[src/rtl/matrix_pkg.sv]
// matrix_pkg: shared matrix type codes, state encoding and
// the type-code -> (rows, cols) mapping used by read and write paths.
package matrix_pkg;

  localparam int MAX_DIM = 5;

  localparam logic [7:0] MT_2X2 = 8'd1;
  localparam logic [7:0] MT_3X3 = 8'd2;
  localparam logic [7:0] MT_4X4 = 8'd3;
  localparam logic [7:0] MT_5X5 = 8'd4;
  localparam logic [7:0] MT_V2  = 8'd5;
  localparam logic [7:0] MT_V3  = 8'd6;
  localparam logic [7:0] MT_V4  = 8'd7;
  localparam logic [7:0] MT_V5  = 8'd8;

  typedef enum logic [2:0] {
    ST_IDLE,
    ST_FETCH,
    ST_LATCH,
    ST_SEND,
    ST_DONE,
    ST_ERR
  } state_t;

  typedef struct packed {
    logic [2:0] rows;
    logic [2:0] cols;
    logic       valid;
  } dims_t;

  // Squares are (type+1)x(type+1); vectors are a single row
  // of (type-3) elements. Anything else is invalid.
  function automatic dims_t mat_dims(input logic [7:0] t);
    dims_t d;
    d = '0;
    if (t >= MT_2X2 && t <= MT_5X5) begin
      d.rows  = 3'(t + 8'd1);
      d.cols  = 3'(t + 8'd1);
      d.valid = 1'b1;
    end else if (t >= MT_V2 && t <= MT_V5) begin
      d.rows  = 3'd1;
      d.cols  = 3'(t - 8'd3);
      d.valid = 1'b1;
    end
    return d;
  endfunction

endpackage

[src/rtl/matrix_dim_decode.sv]
// matrix_dim_decode: combinational type-code decoder.
// in: mat_type[7:0]; out: rows[2:0], cols[2:0], valid.
module matrix_dim_decode
  import matrix_pkg::*;
(
  input  logic [7:0] mat_type,
  output logic [2:0] rows,
  output logic [2:0] cols,
  output logic       valid
);

  dims_t d;

  assign d     = mat_dims(mat_type);
  assign rows  = d.rows;
  assign cols  = d.cols;
  assign valid = d.valid;

endmodule

[src/rtl/matrix_read_data.sv]
// matrix_read_data: walks a stored matrix row-major, fetching
// each element and streaming it to the TX path over valid/ready.
// Ports: i_clk, reset (async high), i_start, mat_type[7:0],
//   o_busy, o_rd_en, o_rd_addr, i_rd_data, o_tx_data,
//   o_tx_valid, i_tx_ready, o_done, o_err.
module matrix_read_data #(
  parameter int DATA_W  = 8,
  parameter int MAX_DIM = matrix_pkg::MAX_DIM,
  parameter int ADDR_W  = 5
) (
  input  logic              i_clk,
  input  logic              reset,
  input  logic              i_start,
  input  logic [7:0]        mat_type,
  output logic              o_busy,
  output logic              o_rd_en,
  output logic [ADDR_W-1:0] o_rd_addr,
  input  logic [DATA_W-1:0] i_rd_data,
  output logic [DATA_W-1:0] o_tx_data,
  output logic              o_tx_valid,
  input  logic              i_tx_ready,
  output logic              o_done,
  output logic              o_err
);

  import matrix_pkg::*;

  state_t            state_q;
  state_t            state_d;
  logic [7:0]        type_q;
  logic [2:0]        row_q;
  logic [2:0]        col_q;
  logic [DATA_W-1:0] data_q;

  logic [7:0]        dec_type;
  logic [2:0]        rows;
  logic [2:0]        cols;
  logic              dim_ok;

  logic              last_col;
  logic              last_row;
  logic              go;
  logic              cap;
  logic              hs;
  logic [ADDR_W-1:0] addr;

  // In IDLE the live code is checked for validity; once running,
  // only the latched code drives the dimensions.
  assign dec_type = (state_q == ST_IDLE) ? mat_type : type_q;

  matrix_dim_decode u_dec (
    .mat_type (dec_type),
    .rows     (rows),
    .cols     (cols),
    .valid    (dim_ok)
  );

  assign last_col = (col_q == cols - 3'd1);
  assign last_row = (row_q == rows - 3'd1);
  assign go  = (state_q == ST_IDLE) && i_start && dim_ok;
  assign cap = (state_q == ST_LATCH);
  assign hs  = (state_q == ST_SEND) && i_tx_ready;

  assign addr = ADDR_W'(row_q) * ADDR_W'(MAX_DIM)
              + ADDR_W'(col_q);

  always_comb begin
    state_d = state_q;
    unique case (state_q)
      ST_IDLE: begin
        if (i_start) begin
          state_d = dim_ok ? ST_FETCH : ST_ERR;
        end
      end
      ST_FETCH: state_d = ST_LATCH;
      ST_LATCH: state_d = ST_SEND;
      ST_SEND: begin
        if (i_tx_ready) begin
          state_d = (last_col && last_row) ? ST_DONE
                                           : ST_FETCH;
        end
      end
      ST_DONE: state_d = ST_IDLE;
      ST_ERR:  state_d = ST_IDLE;
      default: state_d = ST_IDLE;
    endcase
  end

  always_ff @(posedge i_clk or posedge reset) begin
    if (reset) begin
      state_q <= ST_IDLE;
      type_q  <= '0;
      row_q   <= '0;
      col_q   <= '0;
      data_q  <= '0;
    end else begin
      state_q <= state_d;
      unique case (1'b1)
        go: begin
          type_q <= mat_type;
          row_q  <= '0;
          col_q  <= '0;
        end
        cap: data_q <= i_rd_data;
        hs: begin
          if (last_col) begin
            col_q <= '0;
            row_q <= row_q + 3'd1;
          end else begin
            col_q <= col_q + 3'd1;
          end
        end
        default: ;
      endcase
    end
  end

  assign o_busy     = (state_q == ST_FETCH)
                   || (state_q == ST_LATCH)
                   || (state_q == ST_SEND);
  assign o_rd_en    = (state_q == ST_FETCH);
  assign o_rd_addr  = o_rd_en ? addr : '0;
  assign o_tx_data  = data_q;
  assign o_tx_valid = (state_q == ST_SEND);
  assign o_done     = (state_q == ST_DONE);
  assign o_err      = (state_q == ST_ERR);

endmodule

[config.mk]
export PLATFORM = sky130hd
export DESIGN_NAME = matrix_read_data
export DESIGN_NICKNAME = d
export VERILOG_FILES = /design/src/rtl/matrix_pkg.sv /design/src/rtl/matrix_dim_decode.sv /design/src/rtl/matrix_read_data.sv
export SDC_FILE = /design/constraint.sdc
export NUM_CORES = 1
export LEC_CHECK = 0
export BUFFER_PORTS_ARGS = -buffer_cell sky130_fd_sc_hd__buf_2
export CORE_MARGIN = 4
export CORE_UTILIZATION = 46
export DETAILED_ROUTE_END_ITERATION = 16
export PLACE_DENSITY = 0.84
export SYNTH_ARGS = -nofsm -noshare
export SYNTH_HDL_FRONTEND = slang
export SYNTH_SLANG_ARGS = --single-unit
export TNS_END_PERCENT = 50
[constraint.sdc]
create_clock -name i_clk -period 4 [get_ports i_clk]
set_clock_uncertainty 0.05 [all_clocks]
set_input_delay 0.4 -clock i_clk [delete_from_list [all_inputs] [get_ports i_clk]]
set_output_delay 0.4 -clock i_clk [all_outputs]
set_load 0.05 [all_outputs]
==> flow_metrics.tcl <==
set metrics [dict create \
    status "finished, final reports clean" \
    synth_warnings 0 \
    finalSetupTns_ns 0 \
    ir_drop_mv 0.610 \
    io_pins 38 \
    tightest_slew_ns 1.11 \
    synth-simple-area-share 0.188 \
    coreArea_mm2 0.00369 \
    gp_congestion 0.834 \
    end_kind "register" \
    synth_seq_cells 25 \
    drv_slew 0 \
    synthCells 170 \
    start_util 0.481 \
    yosysTopAreaCell "dfrtp_1" \
    finalNetCount 251 \
    arrival_ns 3.92 \
    muxShareOfSynthArea 0.136 \
    power_mw 1.50 \
    cp.required_ns 4.10 \
    max_slew_margin 0.259 \
    cts_made_buffers 3 \
    firstDrtPassIters 4 \
    final_antenna_net_count 0 \
    synthesis.nets 206 \
    htree_levels 1 \
    avgSynthCellArea_um2 10.4 \
    die_x_um 70.1 \
    critical_path.max_fanout 7 \
    clk_pin_slew_ns 0.09 \
    synthXorXnorAreaFrac 0.0543 \
    holdBufCountCts 0 \
    cts-root-buf "clkbuf_8" \
    ys_seq_area_frac 0.353 \
    drive_above_1_share 0.355 \
    hold_slack_ns 0.261 \
    crit_buf_inv 0 \
    wl_per_cell_um 13.8 \
    layout_setup_ws_ns 0.182 \
    cp-start-kind "register" \
    power_density_mw_per_mm2 711 \
    die_y_um 70.1 \
    drcViolationCount 0 \
    synth_ff_type "dfrtp_1" \
    grt_pass1_wl_mm 5.89 \
    clock.fmax_ghz 0.262 \
    critPathSlowestCell "dfrtp_1" \
    ys_types 46 \
    clockBufferDepth 2 \
    pre_cts_slack_ns 0.117 \
    min_period_over_period 0.954 \
    cp_cell_sequence "nor3_4 -> mux2i_1 -> ha_2 -> or3b_1 -> mux2_2 -> a22o_1 -> and2_4 -> nand2_1 -> ha_2 -> xor2_1 -> and3_1 -> o221a_4 -> nand3_1 -> mux2_1" \
    dp_hpwl_mm 2.78 \
    worstSetupPathType "reg2reg" \
    rr_startpoint "state_q[1]" \
    final_cell_mix "37 x buf_2, 25 x dfrtp_1, 16 x mux2_2" \
    fin_crit_ns 3.82 \
    hold_viol_final 0 \
    p_leak_nw 1.09 \
    syn_to_final_growth_pct 18.9 \
    grt_max_degree 26 \
    syn_area_mm2 0.00177 \
    drv_cap 0 \
    grt_overflow_total 0 \
    yosysTopAreaCellShare 0.353 \
    cpMostUsedCell "ha_2" \
    synth_top_family_by_area "simple AND/OR/NAND/NOR gates" \
    critPathTopFamily "simple AND/OR/NAND/NOR gates" \
    antenna_found_initial 0 \
    critical_path.startpoint "state_q[1]" \
    synth.area.top_cells "dfrtp_1 35%, ha_1 11%, mux2_2 10%" \
    hold_class "in2async" \
    synth_fa_ha_area_frac 0.117 \
    diodes 0 \
    grtUsageTotal 0.143 \
    fill_cells 321 \
    post-route-util 0.572 \
    cts.sinks 25 \
    slowest_delay_ns 0.42 \
    vias_per_cell 5.43 \
    clk_latency_ns 0.26 \
    dieArea_mm2 0.00491 \
    synth-compound-area-share 0.113 \
    rsz0062_at_grt "false" \
    vias 1422 \
    final_common_cell "buf_2" \
    routed_wl_mm 3.62 \
    synthArstFlopShare 1.00 \
    cts_tree "yes" \
    port_buffers 37 \
    rows 22 \
    grt_pass1_vias 1348 \
    synth_edf_count 0 \
    drt_iter0_markers 51 \
    setup_viol 0 \
]
[registers in the layout, indices dropped and copies added (netlist names)]
signal and count:
col_q 3, o_tx_data 8, row_q 3, state_q 3, type_q 8
[repair_timing]
item	in CTS	in global routing
setup endpoints to repair	0	5
buffers inserted	0	4
resized for setup	0	5
[path summary, 6_finish.rpt]
check,end,slack (ns),cells after the start
hold reg to reg,type_q[6],0.46,1
hold / removal,o_tx_data[5],0.26,2
max in group asynchronous,row_q[2],3.10,2
setup reg to reg,row_q[2],0.18,14
min in group i_clk,o_tx_data[7],0.31,2
setup / recovery,row_q[2],0.18,14
[power breakdown]
| group | internal, mW | switching, mW | total (mW) | leakage (nW) |
|---|---|---|---|---|
| sequential | 0.328 | 0.0624 | 0.390 | 0.320 |
| clock | 0.0704 | 0.0786 | 0.149 | 0.0217 |
| combinational | 0.372 | 0.589 | 0.961 | 0.744 |
[per-stage QoR]
| step | cells | area (um^2) |
|---|---|---|
| finish | 262 | 2110 |
| global route | 262 | 2110 |
| CTS | 258 | 2070 |
| detailed placement | 254 | 2020 |
| global placement | 254 | 2020 |
| floorplan | 170 | 1770 |
[cells by family (layout without fill, tap and decap cells)]
family,after synthesis,in the layout
AOI/OAI and AO/OA,26,26
xor gates and xnor gates,11,11
adders and majority gates,16,16
buffers and inverters,14,58
DFF,25,25
muxes,22,22
and+or+nand+nor,56,56
[area by class of cell]
class	count	area (um^2)	area share
Clock buffer	3	41.3	0.0196
Clock inverter	1	7.51	0.00356
Inverter	8	30.0	0.0142
Multi-Input combinational cell	131	1090	0.518
Sequential cell	25	626	0.297
Tap cell	48	60.1	0.0285
Timing Repair Buffer	46	253	0.120
[metal layers]
metal | vias up | wire length (um) | GRT usage | part of all wire
li1 | 700 | - | - | -
met1 | 681 | 1700 | 0.193 | 0.47
met2 | 39 | 1740 | 0.240 | 0.48
met3 | 2 | 164 | 0.0245 | 0.045
met4 | 0 | 10 | 0.0319 | 0.0028
met5 | - | 0 | 0 | 0
[synth_stat cells (4+ instances only)]
library cell,n
xnor2_1,8
mux2_2,16
and3_1,4
nor2b_1,5
a21oi_1,4
mux2i_1,5
inv_1,8
nand2_1,9
dfrtp_1,25
nor2_1,12
ha_1,15
and2_1,6
(Power assumes the default switching activity.)
